$ cat src/rtl/and_gate_pkg.sv
// and_gate_pkg: default sizing shared by the and_gate cell and its hit counter
package and_gate_pkg;
   localparam int unsigned WIDTH_DEF = 1;
   localparam int unsigned CNT_W_DEF = 8;
endpackage

$ cat src/rtl/and_gate_sat_cnt.sv
// and_gate_sat_cnt: saturating event counter with sticky saturation flag
//   clk/rst_n : clock, asynchronous active-low reset
//   inc       : count one event this cycle
//   clr       : synchronous clear of cnt and sat, wins over inc
//   cnt       : event count, holds at all-ones
//   sat       : set on the edge cnt reaches all-ones, sticky until clr/reset
module and_gate_sat_cnt
   import and_gate_pkg::*;
#(
   parameter int unsigned CNT_W = CNT_W_DEF
) (
   input  logic             clk,
   input  logic             rst_n,
   input  logic             inc,
   input  logic             clr,
   output logic [CNT_W-1:0] cnt,
   output logic             sat
);
   localparam logic [CNT_W-1:0] CNT_MAX = '1;
   logic [CNT_W-1:0] cnt_d, cnt_q;
   logic             sat_d, sat_q;
   // sat rises together with the increment that lands on CNT_MAX
   always_comb begin
      cnt_d = clr ? '0 : (inc && cnt_q != CNT_MAX) ? cnt_q + 1'b1 : cnt_q;
      sat_d = clr ? 1'b0 : sat_q | (inc && cnt_q >= CNT_MAX - 1'b1);
   end
   always_ff @(posedge clk or negedge rst_n)
      if (!rst_n) begin
         cnt_q <= '0;
         sat_q <= 1'b0;
      end else begin
         cnt_q <= cnt_d;
         sat_q <= sat_d;
      end
   assign cnt = cnt_q;
   assign sat = sat_q;
endmodule

$ cat src/rtl/and_gate.sv
// and_gate: bitwise AND with registered copy, AND-reduce flag and all-ones hit counter
//   clk/rst_n : clock, asynchronous active-low reset
//   a, b      : operands
//   clr       : synchronous clear of hit_cnt and sat
//   y         : combinational a & b
//   y_q       : registered a & b
//   all_q     : registered AND-reduce of a & b
//   hit_cnt   : saturating count of cycles with a & b all ones
//   sat       : hit_cnt has reached its maximum (sticky)
module and_gate
   import and_gate_pkg::*;
#(
   parameter int unsigned WIDTH = WIDTH_DEF,
   parameter int unsigned CNT_W = CNT_W_DEF
) (
   input  logic             clk,
   input  logic             rst_n,
   input  logic [WIDTH-1:0] a,
   input  logic [WIDTH-1:0] b,
   input  logic             clr,
   output logic [WIDTH-1:0] y,
   output logic [WIDTH-1:0] y_q,
   output logic             all_q,
   output logic [CNT_W-1:0] hit_cnt,
   output logic             sat
);
   logic hit;
   assign y   = a & b;
   assign hit = &y;
   always_ff @(posedge clk or negedge rst_n)
      if (!rst_n) begin
         y_q   <= '0;
         all_q <= 1'b0;
      end else begin
         y_q   <= y;
         all_q <= hit;
      end
   and_gate_sat_cnt #(.CNT_W(CNT_W)) u_cnt (
      .clk  (clk),
      .rst_n(rst_n),
      .inc  (hit),
      .clr  (clr),
      .cnt  (hit_cnt),
      .sat  (sat)
   );
endmodule

$ cat config.mk
export PLATFORM = sky130hd
export DESIGN_NAME = and_gate
export DESIGN_NICKNAME = d
export VERILOG_FILES = /design/src/rtl/and_gate_pkg.sv /design/src/rtl/and_gate_sat_cnt.sv /design/src/rtl/and_gate.sv
export SDC_FILE = /design/constraint.sdc
export NUM_CORES = 1
export LEC_CHECK = 0
export ABC_AREA = 0
export CAP_MARGIN = 20
export CORE_MARGIN = 3
export CORE_UTILIZATION = 25
export CTS_CLUSTER_SIZE = 28
export DETAILED_ROUTE_END_ITERATION = 8
export GPL_ROUTABILITY_DRIVEN = 1
export SYNTH_ARGS = -nofsm -noshare
export SYNTH_HDL_FRONTEND = slang
export SYNTH_SLANG_ARGS = --single-unit
$ cat constraint.sdc
create_clock -name clk -period 1.55 [get_ports clk]
set_input_delay 0.2325 -clock clk [delete_from_list [all_inputs] [get_ports clk]]
set_output_delay 0.2325 -clock clk [all_outputs]
set_load 0.03 [all_outputs]
Word-level counts from Yosys, hierarchy flattened
Cells that the tools add are included.
- word-level logic and storage cells: 14
- bits of input ports: 5
- flip-flop bits (word level): 10
- output and inout port bits: 12
- multiplexer cells: 3
- bitwise logic cells: 2
- add/subtract/negate cells: 1
- $lt $le $gt $ge: 1
- reduce and logical (&&, ||, !) cells: 3
- equality and inequality tests: 1
- operators with widths (cell ; count):
    $mux W8 ; 2
    $add A8 B1 Y8 const B ; 1
    $ge A8 B8 Y1 const B ; 1
    $ne A8 B8 Y1 const B ; 1
    $logic_and A1 B1 Y1 ; 2
    $reduce_bool A2 Y1 ; 1
    $and A1 B1 Y1 ; 1
    $mux W1 ; 1
    $or A1 B1 Y1 ; 1

Longest topological paths before layout
- depth after elaboration: 4
- depth in mapped cells: 5
- gate-level depth less buffers: 5

Cells and area by module
Synthesis repeated with hierarchy kept, for this count alone.
- cell total of the unflattened synthesis: 56
- area total of the unflattened synthesis: 551.8 sq um
- by module, submodules not included (module ; area each (sq um) ; instances ; sequential area each (sq um) ; cells an instance):
    and_gate_sat_cnt ; 513.0 ; 1 ; 225.2 ; 53
    and_gate ; 38.8 ; 1 ; 25.0 ; 3

Least setup slack after synthesis
No wires, ideal clock.
- path type: register -> register
- from: register u_cnt.cnt_q[1] (netlist: u_cnt.cnt[1])
- to: register u_cnt.cnt_q[0] (netlist: u_cnt.cnt[0])
- data required time: 1425 ps
- path slack: -155 ps
- clock period less this slack: 1705 ps
- setup time: 125 ps
- path buffers: 0
- arrival time: 1580 ps
- stages on the path, launching flop included: 5
- cell sequence: dfrtp_1 > ha_1 > nand3_1 > o21ai_0 > mux2_2
- word-level cells in the longest chain between the ends: 3
- ends and longest elaborated chain (what ; line ; source):
    start, declared ; and_gate_sat_cnt.sv:20 ; logic [CNT_W-1:0] cnt_d, cnt_q;
    start signal, assigned ; and_gate_sat_cnt.sv:32 ; cnt_q <= cnt_d;
    $ne A8 B8 Y1 ; and_gate_sat_cnt.sv:24 ; cnt_d = clr ? '0 : (inc && cnt_q != CNT_MAX) ? cnt_q + 1'b1 : cnt_q;
    $logic_and A1 B1 Y1 ; and_gate_sat_cnt.sv:24 ;
    $reduce_bool A2 Y1 (no source line) ; n/a ;
No other way between the ends.
A chain may end at the register's enable or synchronous reset.

==> impl_metrics.py <==
metrics = {
    "setup_path": {
        "crit_type": "reg2out",
        "cp_max_fo": 2,
        "worst_ep_arrival_time_ps": 1260,
        "worst_setup_path_end_kind": "output port",
        "cpMaxStageDelayCell": "clkdlybuf4s50_1",
        "cp.buffers_inverters": 1,
        "cp_cell_sequence": "clkdlybuf4s50_1",
        "cp-start-kind": "flip-flop",
        "crit_family": "buffers and inverters",
        "cp_slowest_stage_delay_ps": 660,
        "critPathRequiredTime_ps": 1320,
    },
    "drt": {
        "wl_per_cell_um": 13.1,
        "vias_per_cell": 5.02,
        "num_vias": 572,
        "dr.pass1.iters": 4,
        "drc_errors": 0,
        "ant_nets": 0,
        "drtIter0Drc": 11,
        "routed_wl_mm": 1.49,
    },
    "logic_synthesis": {
        "yosys_register_bits": 10,
        "synth_area_per_cell_sq_um": 9.34,
        "synthArstFlopShare_pct": 100,
        "synth_ff_type": "dfrtp_1",
        "synth_commonest_cells": "dfrtp_1, nor3_1, inv_1",
        "yosysUniqueCellTypes": 25,
        "syn-num-nets": 67,
        "ys_warn_count": 0,
        "synth_compound_area_share_pct": 15.6,
        "synth-xor-area-share_pct": 0,
        "synthCells": 60,
        "synth_edf_count": 0,
        "synth_fa_ha_area_share_pct": 4.46,
        "synthMuxAreaShare_pct": 2.01,
        "synth_top_area_share_pct": 44.6,
        "yosysMostFrequentCell": "dfrtp_1",
        "synth-simple-area-share_pct": 27.0,
        "synth_top_cell_by_area": "dfrtp_1",
        "syn_area_sq_um": 561,
        "synth_top_family_by_area": "simple AND/OR/NAND/NOR gates",
        "synth.area.top_cells": "dfrtp_1, nor3_1, a211oi_1, ha_1, a21oi_1",
        "synth_seq_area_share_pct": 44.6,
    },
    "final_layout": {
        "drive_gt1_share_pct": 25.3,
        "layoutNonFillerInstCount": 114,
        "multi_input_area_sq_um": 278,
        "final_cell_area_sq_um": 838,
        "diodes": 0,
        "utilization_pct": 41.1,
        "syn2layout_area_growth_pct": 49.6,
        "fin_nets": 95,
        "fillCellCount": 217,
        "seqCellArea_sq_um": 254,
    },
    "job": {
        "max_cap_violations": 0,
    },
    "place": {
        "dp_slack_ps": -33.5,
        "dpl.hpwl_mm": 1.10,
        "gp_congestion": 0.920,
        "dp.cells": 110,
        "dpl-instance-area_sq_um": 817,
        "io_buffers": 16,
    },
    "global_route": {
        "antenna_found_initial": 0,
        "grt_pass1_wl_mm": 2.57,
        "grt_overflow_total": 0,
        "grt_pass1_vias": 572,
        "grt_start_max_net_pins": 11,
        "groute.usage.overall_pct": 12.7,
    },
    "timing": {
        "post-route-min-period_ps": 1490,
        "post-route-period-util_pct": 96.1,
        "slew_viol_final": 0,
        "hold_slack_ps": 287,
        "finalSetupViolCount": 0,
        "rsz0062_at_grt": "false",
        "tightest_slew_ps": 474,
        "worst_slack_ps": 60.3,
        "slew_headroom_pct": 68.3,
        "fin_skew_ps": 5.34,
        "hold_viol_final": 0,
        "fmax_ghz": 0.671,
    },
    "clocking": {
        "cts_buffers": 3,
        "clockRootBuffer": "clkbuf_4",
        "clock_sinks": 10,
        "path_clk_slew_ps": 70,
        "cts_tree": "built",
        "cts_buffer_depth": 2,
        "htreeDepth": 1,
        "clk_latency_ps": 270,
    },
    "floorplan": {
        "ios": 17,
        "fp.coreArea_sq_mm": 0.00204,
        "placementRows": 16,
        "die_area_sq_mm": 0.00285,
        "die_x_um": 53.4,
        "initial_core_util_pct": 27.5,
        "die_h_um": 53.4,
    },
    "min_path": {
        "worstHoldPathType": "in2async",
    },
    "pwr": {
        "p_leak_nw": 0.406,
        "power_density_mw_per_mm2": 663,
        "ir_drop_uv": 247,
    },
    "run_status": {
        "status": "complete, no violations",
    },
}
## power by group
group          internal, mW  total (mW)  switching (mW)  leakage [nW]
sequential            0.267       0.273         0.00637         0.133
combinational        0.0396      0.0904          0.0507         0.258
clock                0.0995       0.192          0.0928        0.0150
## per-layer routing
| layer | global-route usage (%) | part of all wire (%) | vias to the layer above |
|---|---|---|---|
| li1 | - | - | 282 |
| met3 | 3.10 | 9.2 | 0 |
| met1 | 17.1 | 48 | 261 |
| met4 | 8.09 | 0 | 0 |
| met5 | 0 | 0 | - |
| met2 | 17.8 | 43 | 29 |
## layout make-up
type                            instances  share of cell area [%]
Multi-Input combinational cell         42                    33.1
Inverter                                5                    2.24
Tap cell                               27                    4.03
Timing Repair Buffer                   26                    27.2
Clock buffer                            4                    3.13
Sequential cell                        10                    30.3
## logic make-up (layout without fill, tap and decap cells)
| family | Yosys count | after routing |
|---|---|---|
| simple gates | 26 | 26 |
| flops | 10 | 10 |
| compound gates | 13 | 13 |
| mux | 1 | 1 |
| fa+ha+maj | 2 | 2 |
| buf+inv | 8 | 35 |
## layout by cell type, fill, tap and decap left out
| cell type | synthesis | final |
|---|---|---|
| clkdlybuf4s50_1 | 0 | 5 |
| nor3b_1 | 1 | 1 |
| nand4_1 | 2 | 2 |
| ha_2 | 0 | 1 |
| or3_1 | 1 | 1 |
| dfrtp_2 | 0 | 3 |
| o21ai_0 | 2 | 1 |
| nand3_1 | 4 | 4 |
| ha_1 | 2 | 1 |
| mux2_2 | 1 | 1 |
| and4_1 | 1 | 1 |
| inv_1 | 5 | 5 |
| clkbuf_4 | 0 | 3 |
| and3_1 | 1 | 1 |
| nor4_1 | 2 | 2 |
| o21ai_1 | 0 | 1 |
| nor2_1 | 3 | 3 |
| and3_2 | 1 | 1 |
| dlymetal6s2s_1 | 0 | 2 |
| nand4_2 | 1 | 1 |
| nand2_1 | 2 | 2 |
| nand4b_1 | 1 | 1 |
| a21oi_1 | 4 | 4 |
| o21ba_2 | 1 | 1 |
| a211oi_1 | 4 | 4 |
| buf_4 | 1 | 11 |
| nor3_1 | 6 | 6 |
| clkbuf_1 | 0 | 1 |
| dlygate4sd2_1 | 0 | 8 |
| dfrtp_1 | 10 | 7 |
| a41oi_1 | 2 | 2 |
## worst paths after layout
| path | from | end | slack (ps) | depth (start not counted) |
|---|---|---|---|---|
| worst min register to register | u_cnt.sat | u_cnt.sat | 500 | 1 |
| worst max-delay path | all_q | y_q | 60 | 1 |
| min in group clk | u_cnt.sat | u_cnt.sat | 500 | 1 |
| worst min-delay path | rst_n | u_cnt.sat | 290 | 1 |
| worst max register to register | u_cnt.cnt[0] | u_cnt.cnt[0] | 80 | 4 |
| max in group asynchronous | rst_n | u_cnt.cnt[4] | 910 | 1 |
## through the flow
step	setup TNS [ps]	power, mW
final	0	0.556
after detailed placement	-33.5	0.371
after floorplan	0	0.319
after global placement	-0.699	0.371
after CTS	0	0.565
after global routing	0	0.586
## registers in the layout, summed over array words and instances (netlist names)
name and flops:
u_cnt.cnt 8, all_q 1, u_cnt.sat 1
## what timing repair did
action                                 in CTS  in global routing
endpoints found under the hold margin       0                  0
resized for setup                           8                  2
setup endpoints to repair                   8                  2
hold buffers                                0                  0
setup buffers                               0                  0
No activity file was read; power rests on OpenSTA's default activity.
